## config.mk

```make
export PLATFORM = sky130hd
export DESIGN_NAME = fft_peak_reader
export DESIGN_NICKNAME = d
export VERILOG_FILES = /design/src/rtl/fft_peak_reader.sv
export SDC_FILE = /design/constraint.sdc
export NUM_CORES = 2
export LEC_CHECK = 0
export BUFFER_PORTS_ARGS = -buffer_cell sky130_fd_sc_hd__buf_2
export CORE_ASPECT_RATIO = 0.9
export CORE_MARGIN = 5
export CORE_UTILIZATION = 34
export CTS_CLUSTER_SIZE = 16
export DETAILED_ROUTE_END_ITERATION = 10
export GPL_TIMING_DRIVEN = 1
export PLACE_DENSITY_LB_ADDON = 0.15
export SLEW_MARGIN = 20
export SYNTH_ARGS = -nofsm -noshare
export SYNTH_HDL_FRONTEND = slang
export SYNTH_SLANG_ARGS = --single-unit
```

## constraint.sdc

```tcl
create_clock -name clk -period 3.8 [get_ports clk]
set_clock_uncertainty 0.15 [all_clocks]
set_input_delay 0.57 -clock clk [delete_from_list [all_inputs] [get_ports clk]]
set_output_delay 0.57 -clock clk [all_outputs]
set_load 0.005 [all_outputs]
```

## src/rtl/fft_peak_reader.sv

```systemverilog
// ---------------------------------------------------------------------------
// fft_peak_reader
//
// Scans the positive-frequency half of a 512-point FFT result RAM and reports
// the bin with the largest power (re^2 + im^2).  One scan is launched by a
// single-cycle start pulse.  The module walks read_address from FIRST_BIN to
// LAST_BIN, one address per clock.  It squares and sums each returned sample
// in a short pipeline and keeps a running maximum.  When the last sample has
// been compared it pulses done and publishes the winner on peak_bin/peak_mag.
//
// Parameters
//   FIRST_BIN    first bin read (default 1, so DC is skipped)
//   LAST_BIN     last bin read  (default 255, top of the positive half)
//
// Ports
//   clk          single clock, all state on its rising edge
//   reset_n      asynchronous active-low reset
//   start        one-cycle scan request, honoured only while idle
//   read_address read address of the 512x32 result RAM
//   q            RAM data {re[31:16], im[15:0]}, signed, one cycle after address
//   busy         high while a scan is in progress (SWEEP, DRAIN, DONE)
//   done         one-cycle pulse, coincident with the peak_* update
//   peak_bin     bin index of the largest magnitude from the last full scan
//   peak_mag     re^2+im^2 of that bin, unsigned 33 bits
//
// Timing
//   With N = LAST_BIN-FIRST_BIN+1 and start sampled at edge 0, the address of
//   scan bin k is presented at edge k.  The RAM returns it at edge k+1, the
//   squares are registered at edge k+2 and the compare happens at edge k+3.
//   The last bin is therefore compared at edge N+2.  The FSM enters DONE at
//   edge N+3, so done is high in the cycle after edge N+3.
// ---------------------------------------------------------------------------
module fft_peak_reader #(
    parameter int FIRST_BIN = 1,
    parameter int LAST_BIN  = 255
) (
    input  logic        clk,
    input  logic        reset_n,
    input  logic        start,
    output logic [8:0]  read_address,
    input  logic [31:0] q,
    output logic        busy,
    output logic        done,
    output logic [8:0]  peak_bin,
    output logic [32:0] peak_mag
);

    localparam logic [8:0] FIRST_ADDR = 9'(FIRST_BIN);
    localparam logic [8:0] LAST_ADDR  = 9'(LAST_BIN);

    typedef enum logic [1:0] {
        IDLE  = 2'd0,
        SWEEP = 2'd1,
        DRAIN = 2'd2,
        DONE  = 2'd3
    } state_t;

    state_t      state;
    state_t      state_next;
    logic [8:0]  addr_next;
    logic        scan_start;
    logic        scan_finish;

    // Pipeline bookkeeping: a valid flag and the bin index travel alongside
    // the data, so the compare stage knows which bin it is looking at.
    logic        addr_valid;
    logic        q_valid;
    logic [8:0]  q_bin;
    logic        prod_valid;
    logic [8:0]  prod_bin;
    logic [31:0] prod_re;
    logic [31:0] prod_im;

    // Sign-extended operands and their squares
    logic signed [31:0] re_ext;
    logic signed [31:0] im_ext;
    logic signed [31:0] sq_re;
    logic signed [31:0] sq_im;
    logic [32:0]        mag_sum;

    // Running maximum of the scan in progress
    logic [32:0] run_mag;
    logic [8:0]  run_bin;

    // The squares are formed at full 32-bit width.  The largest square
    // ((-32768)^2 = 2^30) is still positive in 32 bits, so reading the
    // result as unsigned is safe.  The 33-bit sum holds the worst case 2^31
    // without overflow.
    assign re_ext  = {{16{q[31]}}, q[31:16]};
    assign im_ext  = {{16{q[15]}}, q[15:0]};
    assign sq_re   = re_ext * re_ext;
    assign sq_im   = im_ext * im_ext;
    assign mag_sum = {1'b0, prod_re} + {1'b0, prod_im};

    // State register.
    always_ff @(posedge clk or negedge reset_n) begin
        if (!reset_n) begin
            state <= IDLE;
        end else begin
            state <= state_next;
        end
    end

    // Next-state, address sequencing and status outputs.
    // DRAIN waits until both later pipeline stages are empty.  At that point
    // the last bin has already been folded into the running maximum.
    always_comb begin
        state_next  = state;
        addr_next   = read_address;
        busy        = 1'b0;
        done        = 1'b0;
        scan_start  = 1'b0;
        scan_finish = 1'b0;

        case (state)
            IDLE: begin
                addr_next = FIRST_ADDR;
                if (start) begin
                    state_next = SWEEP;
                    scan_start = 1'b1;
                end
            end

            SWEEP: begin
                busy = 1'b1;
                if (read_address == LAST_ADDR) begin
                    state_next = DRAIN;
                end else begin
                    addr_next = read_address + 9'd1;
                end
            end

            DRAIN: begin
                busy = 1'b1;
                if (!q_valid && !prod_valid) begin
                    state_next  = DONE;
                    scan_finish = 1'b1;
                end
            end

            DONE: begin
                busy       = 1'b1;
                done       = 1'b1;
                addr_next  = FIRST_ADDR;
                state_next = IDLE;
            end

            default: begin
                state_next = IDLE;
                addr_next  = FIRST_ADDR;
            end
        endcase
    end

    // Read address register.  It is marked valid exactly while the FSM
    // stays in (or enters) SWEEP, so one valid token is issued per bin.
    always_ff @(posedge clk or negedge reset_n) begin
        if (!reset_n) begin
            read_address <= FIRST_ADDR;
            addr_valid   <= 1'b0;
        end else begin
            read_address <= addr_next;
            addr_valid   <= (state_next == SWEEP);
        end
    end

    // Data pipeline.  The first stage mirrors the RAM's one-cycle read
    // latency: the address presented on the previous edge is what q now
    // holds.  The second stage registers the two squares.
    always_ff @(posedge clk or negedge reset_n) begin
        if (!reset_n) begin
            q_valid    <= 1'b0;
            q_bin      <= '0;
            prod_valid <= 1'b0;
            prod_bin   <= '0;
            prod_re    <= '0;
            prod_im    <= '0;
        end else begin
            q_valid    <= addr_valid;
            q_bin      <= read_address;
            prod_valid <= q_valid;
            prod_bin   <= q_bin;
            prod_re    <= unsigned'(sq_re);
            prod_im    <= unsigned'(sq_im);
        end
    end

    // Running maximum.  A strict greater-than keeps the earliest (lowest)
    // bin on ties, and an all-zero spectrum leaves the FIRST_BIN default.
    always_ff @(posedge clk or negedge reset_n) begin
        if (!reset_n) begin
            run_mag <= '0;
            run_bin <= FIRST_ADDR;
        end else if (scan_start) begin
            run_mag <= '0;
            run_bin <= FIRST_ADDR;
        end else if (prod_valid && (mag_sum > run_mag)) begin
            run_mag <= mag_sum;
            run_bin <= prod_bin;
        end
    end

    // Published result.  It is loaded on the edge that enters DONE, so the
    // new values appear together with the done pulse.  It holds through any
    // later scan until that scan completes.
    always_ff @(posedge clk or negedge reset_n) begin
        if (!reset_n) begin
            peak_bin <= '0;
            peak_mag <= '0;
        end else if (scan_finish) begin
            peak_bin <= run_bin;
            peak_mag <= run_mag;
        end
    end

endmodule

```

Word level (Yosys, flattened, before mapping):

Cells that the tools add are included.
Widths: inputs -> output; s select.

* bits in registers: 180
* latch bits: 0
* memory bits (writable): 0
* memory bits (read-only): 0
* bits of input ports: 35
* output and inout port bits: 53
* logic and storage cells: 50
* memories: 0

* add/sub/neg operators: 2
* $mul: 2
* divide/modulo/power cells: 0
* magnitude comparators: 1
* eq/ne operators: 6
* shift operators: 0
* mux-type cells: 16
* bitwise gates (word level): 0
* reduce and logical (&&, ||, !) cells: 10

Operators with widths (number)
* $mux 33: 2
* $mul 16x16->32: 2
* $add 32x32->33: 1
* $gt 33x33->1: 1
* $mux 9: 3
* $pmux 9 s2: 1
* $add 9x1->9 const B: 1
* $eq 9x8->1 const B: 1
* $pmux 2 s4: 1
* $mux 1: 6
* $mux 2: 3
* $eq 2x1->1 const B: 2
* $eq 2x2->1 const B: 2
* $reduce_bool 2->1: 2
* $reduce_or 3->1: 1
* $logic_and 1x1->1: 2
* $logic_not 1->1: 2
* $logic_not 2->1: 1
* $ne 2x2->1 const B: 1
* $reduce_and 2->1: 1
* $reduce_or 2->1: 1

Depth between registers and ports, before layout:

* depth after elaboration: 5
* depth in mapped cells: 26
* mapped depth without buffers: 24

Worst setup path after synthesis:

No wires, ideal clock.

* kind: input to register
* start: in q[31]
* end: reg prod_re[31]
* library setup time: 80 ps
* arrival: 6441 ps
* data required time: 3570 ps
* path slack: -2871 ps
* stages on the path: 22
* buffers on the path: 2
* cell sequence: clkbuf_1 > inv_1 > buf_1 > nor2_1 > fa_1 > fa_1 > fa_1 > fa_1 > fa_1 > inv_1 > fa_1 > inv_1 > ha_1 > a21oi_1 > nor2b_1 > o21ai_0 > o21ai_0 > a311oi_2 > a21oi_2 > a211o_1 > a21oi_2 > xnor2_1

* cells in the longest elaborated chain, start to end: 1

RTL lines
* start: declaration: line 41 `input logic [31:0] q,`
* $mul 16x16->32: line 91 `assign sq_re = re_ext * re_ext;`
* net sq_re[31]: line 77 `logic signed [31:0] sq_re;`
* end signal: assignment: line 183 `prod_re <= unsigned'(sq_re);`
* end: declaration: line 71 `logic [31:0] prod_re;`

The timed path passes the listed nets, and every way through them passes these cells.
A chain may end at the register's enable or synchronous reset.

Final worst setup path:

* start: in q[3]
* end: reg prod_im[26]

* cells in the longest elaborated chain, start to end: 1

RTL lines
* $mul 16x16->32: line 92 `assign sq_im = im_ext * im_ext;`
* net sq_im[26]: line 78 `logic signed [31:0] sq_im;`
* end signal: assignment: line 184 `prod_im <= unsigned'(sq_im);`
* end: declaration: line 72 `logic [31:0] prod_im;`

The timed path passes the listed nets, and every way through them passes these cells.

==> results.yml <==
die:
  io-pin-count: 88
  start_util_pct: 34.3
  rows: 95
  die_h_um: 270
  die_w_um: 299
  die_area_um2: 80700
  core_region_area_um2: 74500
synthesis:
  async_flop_share_pct: 100
  synth_edf_count: 0
  ys_warn_count: 0
  synthTopCellsByArea: "fa_1, dfrtp_1, ha_1"
  synth.top_cell.area_share_pct: 37.1
  netlist_area_um2: 25500
  yosysUniqueCellTypes: 62
  avgSynthCellArea_um2: 10.0
  synth-main-ff-cell: "dfrtp_1"
  yosysSeqAreaShare_pct: 17.4
  syn_inst: 2543
  ys_seq_elements: 178
  synth_top_area_cell: "fa_1"
  synth_nets: 3296
critical_path:
  cp_data_required_time_ps: 3980
  crit_slowest_cell: "fa_1"
  critPathMaxStageDelay_ps: 530
  worstPathCellList: "buf_8, buf_6, nand2_4, inv_2, fa_1, inv_1, fa_1, fa_1, fa_1, inv_2, fa_1, fa_1, ha_4, buf_4, buf_6, buf_6, nand4_1, o31a_1, o32ai_4, buf_4, a41oi_4, o21ai_2, a21oi_2, xnor2_1"
  path_class: "primary input to register"
  cpLargestDelayFamily: "adder cells"
  cpMostUsedCell: "fa_1"
  setup.worst_path.end_class: "register"
  cp-start-kind: "primary input"
  cp.arrival_ps: 5930
  cp_max_fo: 3
  rrSetupSlack_ps: -790
  crit_buf_inv: 9
placement:
  gp_congestion: 0.831
  port_buffers: 87
  dp_hpwl_um: 51900
  place_ws_ps: -2580
outcome:
  failed_checks: "negative setup slack"
  status: "complete, but fails checks"
sta:
  final_max_slew_viol_count: 0
  setup_viol: 92
  rsz0062_at_grt: "true"
  hold_viol_final: 0
  tightestPinTransition_ps: 620
  setup_slack_ps: -1950
  fmax_mhz: 174
  final.min_clock_period_ps: 5750
  slew_headroom_pct: 58.7
  period_share_pct: 151
detailed_routing:
  num_vias: 18900
  vias_per_cell: 4.57
  drt-initial-drc-count: 549
  drc_errors: 0
  avgRoutedWirePerCell_um: 15.0
  postRouteAntennaNets: 0
  dr.pass1.iters: 5
  totalWireLength_um: 62200
grt:
  grt_max_degree: 65
  grt_pass1_wl_um: 107000
  overflow: 0
  grt_usage_pct: 16.2
  grt_pass1_vias: 21800
  antenna_found_initial: 0
clocking:
  clk_pin_slew_ps: 70
  cts_tree: "done"
  clk_path_buf_depth: 2
  clk_latency_ps: 440
  clkSinkCount: 178
  root_buffer: "clkbuf_16"
  cts_buffers: 17
  cts.htree.levels: 4
layout:
  syn2layout_area_growth_pct: 34.5
  nets: 3908
  diodes: 0
  fill_cells: 6994
  drive_gt1_share_pct: 33.7
min_path:
  hold_class: "register to register"
flow_run:
  cap_violations: 0
[synthesized netlist by cell type (all sizes together) (9+ instances only)]
cell type and number:
mux2 44, nor3 14, inv 666, clkbuf 62, and3 9, nand2 175
dfrtp 176, xor2 33, a21o 46, and2 94, nand4 10, a22o 42
o21bai 12, o21a 17, xnor2 81, ha 244, nor2b 19, fa 474
a21oi 71, o21ai 45, nor2 86, nand2b 13, a211oi 9, nand3 25
[layout make-up]
class,instances,area [um^2],share of cell area [%]
Multi-Input combinational cell,1635,20000,58.1
Clock inverter,14,163,0.474
Sequential cell,178,4460,13.0
Timing Repair Buffer,657,5600,16.3
Inverter,666,2520,7.33
Clock buffer,18,439,1.28
Tap cell,970,1210,3.53
[per-layer routing]
layer | up-vias | share of wire, % | global-route usage, %
li1 | 8991 | - | -
met1 | 9657 | 46 | 22.3
met2 | 230 | 49 | 27.7
met3 | 39 | 4.3 | 2.51
met4 | 0 | 1.0 | 2.39
met5 | - | 0 | 0
[path summary, 6_finish.rpt]
path                       cells after the start                 start                 endpoint
max                                           24                  q[3]    prod_im[26]$_DFF_PN0_
min                                            0    q_bin[4]$_DFF_PN0_    prod_bin[4]$_DFF_PN0_
max reg2reg                                   21  prod_im[3]$_DFF_PN0_  run_mag[11]$_DFFE_PN0P_
min reg2reg                                    0    q_bin[4]$_DFF_PN0_    prod_bin[4]$_DFF_PN0_
max in group asynchronous                      3               reset_n  run_mag[28]$_DFFE_PN0P_
min in group asynchronous                      2               reset_n  peak_mag[7]$_DFFE_PN0P_
[metrics by stage]
| stage | cells | TNS, ps | instance area, um^2 | hold WS [ps] | utilization, % |
|---|---|---|---|---|---|
| floorplan | 2543 | -76470 | 26600 | 124 | - |
| global placement | 4017 | -139780 | 31300 | 182 | 42.0 |
| detailed placement | 4017 | -144130 | 31300 | 185 | 42.0 |
| CTS | 4125 | -99590 | 33900 | 202 | 45.5 |
| global route | 4138 | -114050 | 34300 | 211 | 46.1 |
| finish | 4138 | -99010 | 34300 | 201 | 46.1 |
[flip-flops by register name (all words and copies together) (netlist names)]
register,count
read_address,9
q_bin,9
prod_im,31
run_mag,33
q_valid,1
state,2
run_bin,9
prod_valid,1
prod_re,31
prod_bin,9
peak_mag,33
addr_valid,1
peak_bin,9
[cells in the final DEF, fill, tap and decap left out, drive strengths merged, types with 7 or more instances in the layout]
master / count
inv: 672
buf: 656
fa: 474
ha: 244
dfrtp: 176
nand2: 175
and2: 94
nor2: 86
xnor2: 81
a21oi: 71
a21o: 46
o21ai: 45
mux2: 44
a22o: 42
xor2: 33
nand3: 25
nor2b: 19
clkbuf: 18
o21a: 17
nor3: 14
nand2b: 13
o21bai: 12
nand4: 10
and3: 9
a211oi: 9
a31o: 7
clkinv: 7
[kinds of logic (layout without fill, tap and decap cells)]
family	count (synthesis)	in the layout	synth area share (%)
muxes	47	47	2.06
DFF	178	178	17.4
xor gates and xnor gates	114	114	3.91
and+or+nand+nor	462	462	8.62
adders and majority gates	718	718	49.1
AOI/OAI and AO/OA	294	294	8.15
buffers and inverters	730	1355	10.7
[what timing repair did]
item,4_1_cts,5_1_grt
endpoints found under the hold margin,39,0
setup buffers,74,20
pin swaps,204,132
hold buffers,1,0
gates resized for setup,352,90
setup endpoints to repair,93,94
cloned,8,0
Power is not shown: default switching activity piles up to over one toggle a cycle in this logic, so the estimate is an artifact.
